==> src/rtl/sseg_pkg.sv <==
`default_nettype none
// ============================================================================
// Module  : sseg_pkg
// Brief   : Shared mode encoding, segment and anode constants for the display.
// Revision: 1.0
// ============================================================================
package sseg_pkg;

    typedef enum logic [1:0] {
        NONE    = 2'b00,
        DRIVE   = 2'b01,
        NEUTRAL = 2'b10,
        REVERSE = 2'b11
    } mode_t;

    // Active-low gfedcba patterns
    localparam logic [6:0] SEG_D     = 7'b0100001;
    localparam logic [6:0] SEG_N     = 7'b0101011;
    localparam logic [6:0] SEG_R     = 7'b0101111;
    localparam logic [6:0] SEG_T     = 7'b0000111;
    localparam logic [6:0] SEG_BLANK = 7'b1111111;

    localparam logic [3:0] AN_SLOT0 = 4'b1110;
    localparam logic [3:0] AN_SLOT1 = 4'b1101;
    localparam logic [3:0] AN_SLOT2 = 4'b1011;
    localparam logic [3:0] AN_SLOT3 = 4'b0111;
    localparam logic [3:0] AN_OFF   = 4'b1111;

    function automatic logic [3:0] slot_anode(input logic [1:0] slot);
        logic [3:0] an;
        case (slot)
            2'd0:    an = AN_SLOT0;
            2'd1:    an = AN_SLOT1;
            2'd2:    an = AN_SLOT2;
            default: an = AN_SLOT3;
        endcase
        return an;
    endfunction

    // Slot 3 is always blank here: the output stage owns that digit.
    function automatic logic [6:0] slot_char(input logic [1:0] slot, input mode_t active);
        logic [6:0] seg;
        seg = SEG_BLANK;
        case (slot)
            2'd0:    if (active == REVERSE) seg = SEG_R;
            2'd1:    if (active == NEUTRAL) seg = SEG_N;
            2'd2:    if (active == DRIVE)   seg = SEG_D;
            default: seg = SEG_BLANK;
        endcase
        return seg;
    endfunction

endpackage : sseg_pkg
`default_nettype wire

==> src/rtl/sseg_prescaler.sv <==
`default_nettype none
// ============================================================================
// Module  : sseg_prescaler
// Brief   : Wrap counter 0..DIV-1, tick_o high on the wrap cycle.
// Revision: 1.0
// ============================================================================
module sseg_prescaler #(
    parameter int DIV = 100000
) (
    input  logic clk,
    input  logic rst,
    output logic tick_o
);

    localparam int            W    = (DIV < 2) ? 1 : $clog2(DIV);
    localparam logic [W-1:0]  LAST = W'(DIV - 1);

    logic [W-1:0] cnt_q;
    logic [W-1:0] cnt_d;

    assign tick_o = (cnt_q == LAST);

    always_comb begin
        cnt_d = cnt_q + W'(1);
        if (tick_o) cnt_d = '0;
    end

    always_ff @(posedge clk) begin
        if (rst) cnt_q <= '0;
        else     cnt_q <= cnt_d;
    end

endmodule : sseg_prescaler
`default_nettype wire

==> src/rtl/sseg_scan_ctrl.sv <==
`default_nettype none
// ============================================================================
// Module  : sseg_scan_ctrl
// Brief   : 4-digit anode scan with frame-aligned mode commit and change blink.
// Revision: 1.0
// ============================================================================
module sseg_scan_ctrl
    import sseg_pkg::*;
#(
    parameter int REFRESH_DIV  = 100000,
    parameter int BLINK_FRAMES = 64
) (
    input  logic       clk,
    input  logic       rst,
    input  logic [1:0] mode_in,
    input  logic       mode_valid,
    output logic       mode_ready,
    output logic [3:0] an_sel,
    output logic [6:0] char_sel,
    output logic       frame_start
);

    localparam int             BW         = (BLINK_FRAMES < 1) ? 1 : $clog2(BLINK_FRAMES + 1);
    localparam logic [BW-1:0]  BLINK_LOAD = BW'(BLINK_FRAMES);

    logic          tick;
    logic          frame_wrap;
    logic          xfer;

    logic [1:0]    slot_q,   slot_d;
    mode_t         active_q, active_d;
    mode_t         pmode_q,  pmode_d;
    logic          pend_q,   pend_d;
    logic [BW-1:0] blink_q,  blink_d;
    logic [6:0]    char_d;

    logic [3:0]    an_q;
    logic [6:0]    char_q;
    logic          fs_q;

    sseg_prescaler #(
        .DIV    (REFRESH_DIV)
    ) u_prescaler (
        .clk    (clk),
        .rst    (rst),
        .tick_o (tick)
    );

    assign frame_wrap = tick && (slot_q == 2'd3);
    assign xfer       = mode_valid && !pend_q;

    always_comb begin
        slot_d   = slot_q;
        active_d = active_q;
        pmode_d  = pmode_q;
        pend_d   = pend_q;
        blink_d  = blink_q;

        if (tick) slot_d = slot_q + 2'd1;

        if (frame_wrap) begin
            if (blink_q != '0) blink_d = blink_q - BW'(1);
            if (pend_q) begin
                active_d = pmode_q;
                pend_d   = 1'b0;
                // A commit of the mode already shown leaves any blink running as-is.
                if (pmode_q != active_q) blink_d = BLINK_LOAD;
            end
        end

        // Ready is low whenever pending is set, so this never races a commit.
        if (xfer) begin
            pend_d  = 1'b1;
            pmode_d = mode_t'(mode_in);
        end

        char_d = blink_d[0] ? SEG_BLANK : slot_char(slot_d, active_d);
    end

    always_ff @(posedge clk) begin
        if (rst) begin
            slot_q   <= 2'd0;
            active_q <= NONE;
            pmode_q  <= NONE;
            pend_q   <= 1'b0;
            blink_q  <= '0;
            an_q     <= AN_OFF;
            char_q   <= SEG_BLANK;
            fs_q     <= 1'b0;
        end else begin
            slot_q   <= slot_d;
            active_q <= active_d;
            pmode_q  <= pmode_d;
            pend_q   <= pend_d;
            blink_q  <= blink_d;
            an_q     <= slot_anode(slot_d);
            char_q   <= char_d;
            fs_q     <= frame_wrap;
        end
    end

    assign mode_ready  = !pend_q;
    assign an_sel      = an_q;
    assign char_sel    = char_q;
    assign frame_start = fs_q;

endmodule : sseg_scan_ctrl
`default_nettype wire

==> config.mk <==
export PLATFORM = sky130hd
export DESIGN_NAME = sseg_scan_ctrl
export DESIGN_NICKNAME = d
export VERILOG_FILES = /design/src/rtl/sseg_pkg.sv /design/src/rtl/sseg_prescaler.sv /design/src/rtl/sseg_scan_ctrl.sv
export SDC_FILE = /design/constraint.sdc
export NUM_CORES = 1
export LEC_CHECK = 0
export BUFFER_PORTS_ARGS = -buffer_cell sky130_fd_sc_hd__buf_2
export CORE_MARGIN = 1.5
export CORE_UTILIZATION = 30
export CTS_BUF_LIST = sky130_fd_sc_hd__clkbuf_8
export DETAILED_ROUTE_END_ITERATION = 7
export PLACE_DENSITY = 0.48
export SETUP_SLACK_MARGIN = 0.15
export SLEW_MARGIN = 15
export SYNTH_ARGS = -nofsm -noshare
export SYNTH_HDL_FRONTEND = slang
export SYNTH_SLANG_ARGS = --single-unit
==> constraint.sdc <==
create_clock -name clk -period 2.6 [get_ports clk]
set_clock_uncertainty 0.05 [all_clocks]
set_input_delay 0.26 -clock clk [delete_from_list [all_inputs] [get_ports clk]]
set_output_delay 0.26 -clock clk [all_outputs]
set_load 0.02 [all_outputs]
======== After elaboration in Yosys (flattened, before gate mapping) ========
Cells that the tools add are included.
W data, S select, Z words.
storage, ports and cells
  input port bits ......................... 5
  output and inout port bits .............. 13
  flip-flop bits (word level) ............. 43
  word-level logic and storage cells ...... 43
cells by class
  reductions and logical operators ........ 8
  equality and inequality tests ........... 8
  $add $sub $neg .......................... 3
  mux-type cells .......................... 14
operators with widths
  kind                     number
  $mux W7                  6
  $pmux W7 S3              1
  $add A17 B1 Y17 const B  1
  $eq A17 B17 Y1 const B   1
  $pmux W4 S3              1
  $eq A2 B2 Y1 const B     4
  $reduce_bool A7 Y1       1
  $sub A7 B1 Y7 const B    1
  $mux W2                  3
  $eq A2 B1 Y1 const B     2
  $reduce_or A2 Y1         2
  $mux W1                  3
  $add A2 B1 Y2 const B    1
  $logic_and A1 B1 Y1      2
  $logic_not A2 Y1         1
  $ne A2 B2 Y1             1
  $reduce_bool A2 Y1       1
  $logic_not A1 Y1         1

======== Logic depth before layout (Yosys ltp) ========
  word-level depth ........................ 6
  depth in mapped cells ................... 8

======== By module ========
Synthesis repeated with hierarchy kept, for this count alone.
second synthesis, totals
  cells, all modules ...................... 208
  area total of the unflattened synthesis .. 1869.3 sq um
modules (own cells, without submodules)
  module          area each (sq um)  cells each  instances  seq. area each (sq um)
  sseg_scan_ctrl  1072.3             120         1          440.4
  sseg_prescaler  797.0              88          1          340.3

======== Worst setup path before layout ========
OpenSTA, ideal clock, no wires.
  kind .................................... register -> register
  start point ............................. register blink_q[0]
  end point ............................... register char_q[2], in the netlist char_sel[2]
  required time ........................... 2418 ps
  path slack .............................. 408 ps
  period minus slack after synthesis ...... 2192 ps
  stages on the path, launching flop included .. 9
  data arrival time ....................... 2010 ps
  library setup time ...................... 132 ps
  path through ............................ dfxtp_1 inv_1 ha_1 nor4b_1 or3b_2 and4b_1 buf_2 mux2i_4 o211ai_1
between the ends
  longest elaborated chain between the ends .. 6
  elaborated cells between the ends (all ways) .. 7
  those cells by class .................... add/sub (1); mux (4); reduce/logical (2)
RTL lines
  what                                                 RTL line              source
  start: declaration                                   sseg_scan_ctrl.sv:34  logic [BW-1:0] blink_q, blink_d;
  start signal: assignment                             sseg_scan_ctrl.sv:95  blink_q <= blink_d;
  $sub A7 B1 Y7 or $reduce_bool A7 Y1 (tied branches)  sseg_scan_ctrl.sv:62  if (blink_q != '0) blink_d = blink_q - BW'(1);
  $mux W7                                              sseg_scan_ctrl.sv:62
  $mux W7                                              sseg_scan_ctrl.sv:67  if (pmode_q != active_q) blink_d = BLINK_LOAD;
  $mux W7                                              sseg_scan_ctrl.sv:63  if (pend_q) begin
  $mux W1 (*)                                          sseg_scan_ctrl.sv:61  if (frame_wrap) begin
  $reduce_or A2 Y1 (no line) (*)                       -
  end signal: assignment                               sseg_scan_ctrl.sv:97  char_q <= char_d;
  end: declaration                                     sseg_scan_ctrl.sv:38  logic [6:0] char_q;
Every way passes the cells marked *; elsewhere a longest branch is shown, timed or not.
A chain may end at the register's enable or synchronous reset.

======== Worst setup path in the final report ========
  start point ............................. register blink_q[0]
  end point ............................... register char_q[3], in the netlist char_sel[3]
The elaborated chain is that of the path after synthesis.

==> results.tsv <==
stage	metric	value	unit
run_status	outcome	finished, final reports clean	
logic_synthesis	syn_inst	208	
detailed_routing	drtAntennaViolNets	0	
floorplanning	start_util	31.5	%
sta	worst_pin_slew	0.544	ns
power_and_ir_drop	fin_total_pwr	1.07	mW
critical_path	start_kind	flip-flop	
detailed_routing	via_per_inst	4.73	
critical_path	crit_required	2.71	ns
layout	synthToLayoutAreaGrowth	11.5	%
power_and_ir_drop	p_leak	0.738	nW
sta	slew_viol_final	0	
clocking	cts.sinks	39	
sta	fmax	435	MHz
global_routing	grt_max_degree	21	
power_and_ir_drop	pwr_density_cell	505	nW/um2
critical_path	arrival	2.41	ns
floorplanning	die_y	82.5	um
sta	rsz0062_at_grt	no	
global_routing	overflow	0	
logic_synthesis	synth_area	1900	um2
logic_synthesis	avgSynthCellArea	9.13	um2
logic_synthesis	ys_seq_area_share	41.1	%
clocking	hold_buffers	0	
layout	final_cell_mix	39 x dfxtp_1, 28 x nor2_1, 15 x buf_2	
detailed_routing	wl	3.57	mm
placement	portBuffers	15	
sta	worst_slack	0.302	ns
job	maxCapViolCount	0	
worst_hold_path	hold_path_class	input port to flip-flop	
critical_path	end_kind	flip-flop	
global_routing	grt_antenna_before_repair	0	
layout	num_antenna_cells	0	
sta	slew-limit-headroom	63.7	%
clocking	tritoncts	yes	
clocking	clock_tree.root_cell	clkbuf_8	
logic_synthesis	synth_edf_count	0	
logic_synthesis	synth_seq_cells	39	
worst_hold_path	min_path_cells	3	
placement	dp_cells	289	
detailed_routing	drtIter0Drc	82	
floorplanning	coreArea	6030	um2
critical_path	cp_max_fo	6	
logic_synthesis	async_flop_share	0	%
global_routing	grt_usage	11.3	%
layout	nets	231	
placement	dp_slack	0.167	ns
layout	layout_commonest_cell	dfxtp_1	
placement	gp_congestion	0.731	
logic_synthesis	synthFlopType	dfxtp_1	
clocking	clk_latency	0.29	ns
layout	fin_cells	298	
logic_synthesis	yosysWarnings	0	
layout	drive_gt1_share	18.4	%
global_routing	grt_pass1_vias	1330	
clocking	clockBufferDepth	2	
detailed_routing	vias	1409	
critical_path	worst-setup-path-type	flip-flop to flip-flop	
floorplanning	rows	28	
power_and_ir_drop	ir_drop	304	uV
sta	fin_crit	2.30	ns
clocking	cts_inserted_buffers	5	
clocking	clk_pin_slew	0.08	ns
placement	dp_hpwl	2.44	mm
detailed_routing	drcViolationCount	0	
floorplanning	io_pins	18	
floorplanning	die_x	82.5	um
clocking	htree_levels	2	
critical_path	reg2reg_depth	7	
logic_synthesis	yosysUniqueCellTypes	47	
detailed_routing	firstDrtPassIters	4	
global_routing	grt_first_pass_wirelength	5.95	mm
sta	finalHoldViolCount	0	
sta	fin_setup_tns	0	ns
floorplanning	die_area	6810	um2
sta	final.period_utilization	88.4	%
layout	final_util	35.1	%
sta	setup_viol	0	
detailed_routing	post_drt_wl_per_cell	12.0	um
## cell usage after synthesis (4+ instances only)
library cell | n | share of area, %
buf_4 | 4 | 1.6
dfxtp_1 | 39 | 41
nor3_1 | 6 | 1.6
mux2i_1 | 7 | 3.7
a21oi_1 | 11 | 2.9
inv_1 | 6 | 1.2
nand4_1 | 5 | 1.6
nor3b_1 | 5 | 2.0
nand3_1 | 4 | 1.1
xnor2_1 | 7 | 3.2
nand3b_1 | 4 | 1.6
xor2_1 | 8 | 3.7
nand2_1 | 10 | 2.0
nor2_1 | 28 | 5.5
o21ai_0 | 9 | 2.4
## through the flow
stage	area, um2	hold WS [ns]
floorplan	1900	0.357
CTS	2100	0.153
global placement	2010	0.394
global route	2120	0.171
finish	2120	0.158
detailed placement	2010	0.401
## timing repair
action,CTS,global route
setup buffers,0,2
resized for setup,0,1
endpoints found under the hold margin,0,0
endpoints found under the setup margin,0,6
## flip-flops by register name (all words and copies together) (netlist names)
name,cells
blink_q,7
pmode_q,2
char_sel,3
frame_start,1
u_prescaler.cnt_q,17
slot_q,2
an_sel,4
active_q,2
pend_q,1
## worst max-delay path: stages, from the launching register on
cell      delay [ns]
dfxtp_1         0.32
inv_1           0.12
ha_1            0.23
nor4b_2         0.33
or3b_2          0.51
and4b_1         0.29
mux2i_4         0.21
nand4b_1        0.12
## layer usage
metal / up-vias / global-route usage (%) / share of wire [%] / wire [um]
met5: - / 0 / 0 / 0
met4: 0 / 4.00 / 1.1 / 40
met3: 6 / 3.30 / 2.9 / 105
met2: 18 / 18.0 / 45 / 1620
met1: 632 / 14.5 / 50 / 1800
li1: 753 / - / - / -
## cell families after synthesis
family                   Yosys count  synth area share (%)
buffers and inverters             17                  4.88
multiplexers                      10                  6.06
AO/OA/AOI/OAI                     27                  8.04
other                              1                 0.198
adder cells (fa/ha/maj)            3                  1.98
flip-flops                        39                  41.1
AND/OR/NAND/NOR                   95                  29.9
XOR/XNOR                          16                  7.78
## final cells by class
| cell class | instances | area (um2) |
|---|---|---|
| Fill cell | 635 | 3910 |
| Tap cell | 75 | 93.8 |
| Sequential cell | 39 | 781 |
| Clock buffer | 6 | 82.6 |
| Multi-Input combinational cell | 153 | 1030 |
| Clock inverter | 1 | 5.00 |
| Timing Repair Buffer | 18 | 97.6 |
| Inverter | 6 | 22.5 |
## report_power, final
part / switching (mW) / internal (mW) / total, mW
registers: 0.00862 / 0.605 / 0.613
logic: 0.0239 / 0.0131 / 0.0370
clock network: 0.211 / 0.208 / 0.419
## path summary, 6_finish.rpt
check	slack, ns	start	endpoint
worst max-delay path	0.30	blink_q[0]	char_sel[3]
worst min-delay path	0.16	mode_in[1]	pmode_q[1]
worst max register to register	0.30	blink_q[0]	char_sel[3]
worst min register to register	0.41	u_prescaler.cnt_q[0]	u_prescaler.cnt_q[0]
No activity file was read; power rests on OpenSTA's default activity.
